===== config.mk =====
export PLATFORM = sky130hd
export DESIGN_NAME = regfile_wr_arbiter_flat
export DESIGN_NICKNAME = d
export VERILOG_FILES = /design/src/rtl/regfile_wr_arbiter_pkg.sv /design/src/rtl/regfile_wr_arbiter_if.sv /design/src/rtl/regfile_wr_arbiter_rr_arbiter.sv /design/src/rtl/regfile_wr_arbiter.sv /design/src/flat_wrapper.sv
export SDC_FILE = /design/constraint.sdc
export NUM_CORES = 1
export LEC_CHECK = 0
export ABC_AREA = 1
export BUFFER_PORTS_ARGS = -buffer_cell sky130_fd_sc_hd__buf_4
export CORE_MARGIN = 3
export CORE_UTILIZATION = 25
export DETAILED_ROUTE_END_ITERATION = 8
export PLACE_DENSITY = 0.52
export SLEW_MARGIN = 40
export SYNTH_ARGS = -nofsm -noshare
export SYNTH_HDL_FRONTEND = slang
export SYNTH_SLANG_ARGS = --single-unit
export TNS_END_PERCENT = 10

===== constraint.sdc =====
create_clock -name clk -period 2.6 [get_ports clk]
set_clock_uncertainty 0.15 [all_clocks]
set_input_delay 0.65 -clock clk [delete_from_list [all_inputs] [get_ports clk]]
set_output_delay 0.65 -clock clk [all_outputs]
set_load 0.05 [all_outputs]

===== src/rtl/regfile_wr_arbiter_pkg.sv =====
// Shared register-file widths and the write payload type.
//   REG_ADDR_WIDTH / REG_DATA_WIDTH / REG_NUM : register file geometry
//   NUM_WB_REQ                                : writeback sources sharing the write port
package regfile_wr_arbiter_pkg;

   localparam int unsigned REG_ADDR_WIDTH = 5;
   localparam int unsigned REG_DATA_WIDTH = 32;
   localparam int unsigned REG_NUM        = 32;
   localparam int unsigned NUM_WB_REQ     = 3;

   // One register-file write: destination and value.
   typedef struct packed {
      logic [REG_ADDR_WIDTH-1:0] addr;
      logic [REG_DATA_WIDTH-1:0] data;
   } rf_wr_t;

endpackage


===== src/rtl/regfile_wr_arbiter_if.sv =====
// Writeback request bus: NUM_REQ valid/ready channels with packed address/data slices.
//   req_valid : requester i has a write pending
//   req_ready : one-hot grant back to the requesters
//   req_addr  : slice i = destination of requester i
//   req_data  : slice i = write data of requester i
// master = requesters, slave = arbiter.
interface regfile_wr_arbiter_if
   import regfile_wr_arbiter_pkg::*;
#(
   parameter int unsigned NUM_REQ = NUM_WB_REQ,
   parameter int unsigned ADDR_W  = REG_ADDR_WIDTH,
   parameter int unsigned DATA_W  = REG_DATA_WIDTH
);
   logic [NUM_REQ-1:0]        req_valid;
   logic [NUM_REQ-1:0]        req_ready;
   logic [NUM_REQ*ADDR_W-1:0] req_addr;
   logic [NUM_REQ*DATA_W-1:0] req_data;

   modport master (output req_valid, output req_addr, output req_data, input req_ready);
   modport slave  (input req_valid, input req_addr, input req_data, output req_ready);
endinterface


===== src/rtl/regfile_wr_arbiter_rr_arbiter.sv =====
// Request arbiter for the register-file write port.
//   req_i    : request vector
//   gnt_c_o  : one-hot grant, combinational from req_i
//   clk/rst_n: only present with REGWR_ARB_RR_EN (round-robin pointer)
// REGWR_ARB_RR_EN defined  : round-robin, search starts after the last granted index.
// REGWR_ARB_RR_EN undefined: fixed priority, lowest index wins, no state.
module regfile_wr_arbiter_rr_arbiter #(
   parameter int unsigned NUM_REQ = 3
) (
`ifdef REGWR_ARB_RR_EN
   input  logic               clk,
   input  logic               rst_n,
`endif
   input  logic [NUM_REQ-1:0] req_i,
   output logic [NUM_REQ-1:0] gnt_c_o
);

`ifdef REGWR_ARB_RR_EN
   localparam int unsigned IDX_W = (NUM_REQ > 1) ? $clog2(NUM_REQ) : 1;

   logic [IDX_W-1:0] ptr_q, ptr_d;
   logic [IDX_W-1:0] idx;

   // Scan from ptr+1 around the ring; first live request wins and becomes the new pointer.
   always_comb begin
      gnt_c_o = '0;
      ptr_d   = ptr_q;
      idx     = '0;
      for (int unsigned k = 1; k <= NUM_REQ; k++) begin
         idx = IDX_W'((32'(ptr_q) + k) % NUM_REQ);
         if ((gnt_c_o == '0) && req_i[idx]) begin
            gnt_c_o[idx] = 1'b1;
            ptr_d        = idx;
         end
      end
   end

   // Reset pointer to the last index so requester 0 is searched first.
   always_ff @(posedge clk or negedge rst_n) begin
      if (!rst_n) ptr_q <= IDX_W'(NUM_REQ - 1);
      else        ptr_q <= ptr_d;
   end
`else
   // Lowest set request wins.
   always_comb begin
      gnt_c_o = '0;
      for (int unsigned i = 0; i < NUM_REQ; i++) begin
         if ((gnt_c_o == '0) && req_i[i]) gnt_c_o[i] = 1'b1;
      end
   end
`endif

endmodule


===== src/rtl/regfile_wr_arbiter.sv =====
// Shares the single register-file write port among NUM_REQ writeback sources and keeps a
// reservation scoreboard for registers owed by multi-cycle units.
//   clk, rst_n          : clock, async active-low reset
//   bus (slave)         : valid/ready write requests, grant is same-cycle
//   rf_we/waddr/wdata_o : registered winning write, one cycle after grant
//   rsv_valid_i/addr_i  : reserve a register for a future write
//   qaddr1_i/qaddr2_i   : decode source addresses to check
//   busy1_c_o/busy2_c_o : source is reserved and not yet written (combinational)
// Arbitration policy selected by REGWR_ARB_RR_EN (round-robin when defined, else fixed priority).
module regfile_wr_arbiter
   import regfile_wr_arbiter_pkg::*;
#(
   parameter int unsigned NUM_REQ  = NUM_WB_REQ,
   parameter int unsigned ADDR_W   = REG_ADDR_WIDTH,
   parameter int unsigned DATA_W   = REG_DATA_WIDTH,
   parameter int unsigned NUM_REGS = REG_NUM
) (
   input  logic                 clk,
   input  logic                 rst_n,
   regfile_wr_arbiter_if.slave  bus,
   output logic                 rf_we_o,
   output logic [ADDR_W-1:0]    rf_waddr_o,
   output logic [DATA_W-1:0]    rf_wdata_o,
   input  logic                 rsv_valid_i,
   input  logic [ADDR_W-1:0]    rsv_addr_i,
   input  logic [ADDR_W-1:0]    qaddr1_i,
   input  logic [ADDR_W-1:0]    qaddr2_i,
   output logic                 busy1_c_o,
   output logic                 busy2_c_o
);

   logic [NUM_REQ-1:0]  req_live, gnt;
   logic [ADDR_W-1:0]   gnt_addr;
   logic [DATA_W-1:0]   gnt_data;
   logic                wr_en;

   logic                rf_we_q, rf_we_d;
   logic [ADDR_W-1:0]   rf_waddr_q, rf_waddr_d;
   logic [DATA_W-1:0]   rf_wdata_q, rf_wdata_d;
   logic [NUM_REGS-1:0] sb_q, sb_d;

   // No grants while reset is asserted.
   assign req_live = bus.req_valid & {NUM_REQ{rst_n}};

   regfile_wr_arbiter_rr_arbiter #(.NUM_REQ(NUM_REQ)) u_arb (
`ifdef REGWR_ARB_RR_EN
      .clk     (clk),
      .rst_n   (rst_n),
`endif
      .req_i   (req_live),
      .gnt_c_o (gnt)
   );

   assign bus.req_ready = gnt;

   // One-hot AND-OR select of the granted requester's write.
   always_comb begin
      gnt_addr = '0;
      gnt_data = '0;
      for (int unsigned i = 0; i < NUM_REQ; i++) begin
         gnt_addr |= bus.req_addr[i*ADDR_W +: ADDR_W] & {ADDR_W{gnt[i]}};
         gnt_data |= bus.req_data[i*DATA_W +: DATA_W] & {DATA_W{gnt[i]}};
      end
   end

   // Writes to register 0 are accepted but discarded.
   assign wr_en = (|gnt) && (gnt_addr != '0);

   // Next state: output write register and scoreboard; a same-cycle reservation beats the clear.
   always_comb begin
      rf_we_d    = wr_en;
      rf_waddr_d = rf_waddr_q;
      rf_wdata_d = rf_wdata_q;
      sb_d       = sb_q;
      if (wr_en) begin
         rf_waddr_d       = gnt_addr;
         rf_wdata_d       = gnt_data;
         sb_d[gnt_addr]   = 1'b0;
      end
      if (rsv_valid_i && (rsv_addr_i != '0)) sb_d[rsv_addr_i] = 1'b1;
   end

   always_ff @(posedge clk or negedge rst_n) begin
      if (!rst_n) begin
         rf_we_q    <= 1'b0;
         rf_waddr_q <= '0;
         rf_wdata_q <= '0;
         sb_q       <= '0;
      end else begin
         rf_we_q    <= rf_we_d;
         rf_waddr_q <= rf_waddr_d;
         rf_wdata_q <= rf_wdata_d;
         sb_q       <= sb_d;
      end
   end

   assign rf_we_o    = rf_we_q;
   assign rf_waddr_o = rf_waddr_q;
   assign rf_wdata_o = rf_wdata_q;

   assign busy1_c_o = (qaddr1_i != '0) && sb_q[qaddr1_i];
   assign busy2_c_o = (qaddr2_i != '0) && sb_q[qaddr2_i];

endmodule


===== src/flat_wrapper.sv =====
// flat-port wrapper written by rule: the top's interface ports become plain ports
module regfile_wr_arbiter_flat import regfile_wr_arbiter_pkg::*;
#(
   parameter int unsigned NUM_REQ  = NUM_WB_REQ,
   parameter int unsigned ADDR_W   = REG_ADDR_WIDTH,
   parameter int unsigned DATA_W   = REG_DATA_WIDTH,
   parameter int unsigned NUM_REGS = REG_NUM
)
  (clk, rst_n, rf_we_o, rf_waddr_o, rf_wdata_o, rsv_valid_i, rsv_addr_i, qaddr1_i, qaddr2_i, busy1_c_o, busy2_c_o, bus_req_valid, bus_req_addr, bus_req_data, bus_req_ready);
  regfile_wr_arbiter_if #(.NUM_REQ(NUM_REQ), .ADDR_W(ADDR_W), .DATA_W(DATA_W)) bus_i ();
  input  logic clk;
  input  logic rst_n;
  output logic rf_we_o;
  output logic [ADDR_W-1:0] rf_waddr_o;
  output logic [DATA_W-1:0] rf_wdata_o;
  input  logic rsv_valid_i;
  input  logic [ADDR_W-1:0] rsv_addr_i;
  input  logic [ADDR_W-1:0] qaddr1_i;
  input  logic [ADDR_W-1:0] qaddr2_i;
  output logic busy1_c_o;
  output logic busy2_c_o;
  input wire logic [$bits(bus_i.req_valid)-1:0] bus_req_valid;
  input wire logic [$bits(bus_i.req_addr)-1:0] bus_req_addr;
  input wire logic [$bits(bus_i.req_data)-1:0] bus_req_data;
  output wire logic [$bits(bus_i.req_ready)-1:0] bus_req_ready;
  assign bus_i.req_valid = bus_req_valid;
  assign bus_i.req_addr = bus_req_addr;
  assign bus_i.req_data = bus_req_data;
  assign bus_req_ready = bus_i.req_ready;
  regfile_wr_arbiter #(.NUM_REQ(NUM_REQ), .ADDR_W(ADDR_W), .DATA_W(DATA_W), .NUM_REGS(NUM_REGS)) u_core (.clk(clk), .rst_n(rst_n), .bus(bus_i), .rf_we_o(rf_we_o), .rf_waddr_o(rf_waddr_o), .rf_wdata_o(rf_wdata_o), .rsv_valid_i(rsv_valid_i), .rsv_addr_i(rsv_addr_i), .qaddr1_i(qaddr1_i), .qaddr2_i(qaddr2_i), .busy1_c_o(busy1_c_o), .busy2_c_o(busy2_c_o));
endmodule

==> flow_summary.ini <==
[status]
status = complete, no violations

[critical_path]
cp_max_fo = 25
cp-startpoint = qaddr2_i[0]
cp.arrival_ps = 1640
reg2reg_depth = 2
start_kind = primary input
r2r_start = u_core.sb_q[20]$_DFF_PN0_
worst_setup_path_end_kind = primary output
critPathKind = in2out
r2r-end = u_core.sb_q[20]$_DFF_PN0_
ff2ff_setup_slack_ps = 1760
critPathRequiredTime_ps = 1800

[routing]
drc_errors = 0
routed_via_density = 4.54
drt_wl_total_um = 16600
drtAntennaViolNets = 0
num_vias = 5079
drt-initial-drc-count = 306
wl_per_cell_um = 14.8
firstDrtPassIters = 4

[pwr]
p_seq_frac = 0.330
ir_drop_v = 0.000378
powerDensity_mw_per_mm2 = 651
p_sw_uw = 1560
internal-power_uw = 2770
p_comb_frac = 0.335
sw_frac_of_total = 0.360
p_leak_uw = 0.00359
p_clk_frac = 0.335

[cts]
cts_tree = done
cts-root-buf = clkbuf_16
insertion_delay_ps = 340
cts_max_level = 3
clock_path_buffers = 2
clock_sinks = 70
numCtsBuffers = 9
clk_pin_slew_ps = 60

[timing]
relSlewSlack = 0.528
fmax_mhz = 410
drv_slew = 0
min_period_over_period = 0.939
finalHoldViolCount = 0
worst_pin_slew_ps = 708
rsz0062_at_grt = no
setup_viol = 0
min_period_ps = 2440

[logic_synthesis]
syn-num-nets = 832
syn_area_per_cell_um2 = 6.50
ys.warnings.count = 0
ys_types = 25
syn-cell-area_mm2 = 0.00455
ys_seq_area_frac = 0.385
synth-seq-cells = 70
synthCells = 700

[layout]
final_layout_size_suffix_gt1_frac = 0.275
final_cells = 1118
area_growth_pct = 46.0
final_nets = 1020
diodes = 0
fin_area_mm2 = 0.00664
nFillCells = 1985

[flow_run]
cap_violations = 0

[die]
die_h_um = 141
io_pins = 175
initial_core_util = 0.259
fp-row-count = 48
die_w_um = 141
core_mm2 = 0.0175
die-area_mm2 = 0.0198

[hold_path]
hold_start = u_core.sb_q[0]$_DFF_PN0_
hold_class = reg2reg
min_path_cells = 0
min_to = u_core.sb_q[0]$_DFF_PN0_

[global_route]
track_usage = 0.167
grtUsageMet1 = 0.214
top_usage_layer = met2
grt_pass1_vias = 5050
grtUsageMet2 = 0.282
grt_max_degree = 54
gr-total-overflow = 0
antenna_found_initial = 0
grt_util_met3 = 0.0387
grt_pass1_wl_um = 26500

[placement]
portBuffers = 174
place_area_mm2 = 0.00626
place.gp.congestion = 0.796
dp.cells = 1100
hpwl_um = 13100
==> synth_stat cells <==
library cell	n	share of area
o21ai_1	5	0.0055
dfrtp_1	70	0.39
clkinv_1	3	0.0025
nor2_1	15	0.012
buf_2	7	0.0077
nor2_4	3	0.0074
nor2_8	1	0.0044
nand2_4	2	0.0050
inv_2	3	0.0025
nor2_2	2	0.0028
nand3_1	118	0.13
nand2_2	8	0.011
o211ai_1	15	0.025
buf_6	9	0.022
a31oi_1	2	0.0028
nand4_1	5	0.0069
nand3_4	1	0.0039
o21ai_0	12	0.013
buf_1	1	0.00082
clkbuf_1	14	0.012
inv_1	48	0.040
buf_4	1	0.0017
a21oi_1	1	0.0011
nand2_1	342	0.28
nor3_1	12	0.013
==> final cells by class <==
class	instances	area (um^2)	area share
flip-flops and latches	70	1750	0.264
multi-input cells	544	2400	0.361
clock inverters	7	121	0.0183
well taps	225	282	0.0424
repair buffers	209	1660	0.250
inverters	54	206	0.0311
clock buffers	9	225	0.0339
==> layer usage <==
metal,wire (um),share of wire
met5,0,0
met2,8240,0.50
met4,320,0.019
met3,899,0.054
met1,7140,0.43
==> worst max path at each step <==
stage | slack [ps] | endpoint | cells after the start
after floorplan | -40 | busy1_c_o | 10
after global routing | 10 | busy2_c_o | 12
after detailed placement | 100 | u_core.sb_q[13]$_DFF_PN0_ | 10
final | 160 | busy2_c_o | 9
after CTS | 130 | busy2_c_o | 12
after global placement | 130 | busy2_c_o | 9
==> placed cells by master (no fill, tap or decap), drive strengths merged <==
cell | synthesis | final
a21oi | 1 | 1
a31oi | 2 | 2
buf | 18 | 208
bufinv | 0 | 3
clkbuf | 14 | 9
clkinv | 3 | 6
clkinvlp | 0 | 1
dfrtp | 70 | 70
dlygate4sd3 | 0 | 1
inv | 51 | 51
nand2 | 352 | 352
nand3 | 119 | 119
nand4 | 5 | 5
nor2 | 21 | 21
nor3 | 12 | 12
o211ai | 15 | 15
o21ai | 17 | 17
==> cells by family (layout without fill, tap and decap cells) <==
logic type,after synthesis,after routing,synth area share
flip-flops,70,70,0.385
AO/OA/AOI/OAI,35,35,0.0473
buffers and inverters,86,279,0.0886
AND/OR/NAND/NOR,509,509,0.479
==> critical path, stage by stage <==
cell and delay, ps:
buf_4 130, buf_12 150, o211ai_1 170, nand3_1 130, nand3_1 90, nand2_1 50
nand2_1 60, nand2_2 50, buf_6 150
==> power groups by stage <==
stage / Sequential [uW] / Combinational (uW) / Clock (uW)
final: 1430 / 1450 / 1450
after global routing: 1450 / 1590 / 1520
after CTS: 1430 / 1460 / 1470
after detailed placement: 1450 / 1450 / 0
after global placement: 1440 / 1450 / 0
after floorplan: 1700 / 601 / 0
==> stage by stage <==
| step | setup WS, ps | total power, uW | util | setup TNS (ps) | hold WS [ps] |
|---|---|---|---|---|---|
| after floorplan | -43.7 | 2300 | - | -43.7 | 204 |
| final | 159 | 4320 | 0.379 | 0 | 229 |
| after CTS | 133 | 4360 | 0.377 | 0 | 229 |
| after global placement | 131 | 2900 | 0.357 | 0 | 215 |
| after global routing | 15.0 | 4560 | 0.379 | 0 | 236 |
| after detailed placement | 104 | 2900 | 0.357 | 0 | 216 |
==> sequential cells by signal, summed over array words and instances, names as in the netlist <==
signal,count
u_core.rf_waddr_o,5
u_core.sb_q,32
u_core.rf_we_o,1
u_core.rf_wdata_o,32
==> what timing repair did <==
action                                  CTS  global route
setup buffers                             0             1
endpoints found under the setup margin    0             2
endpoints found under the hold margin     2             0
gates resized for setup                   0             4
hold buffers                              1             0
No activity file was read; power rests on OpenSTA's default activity.
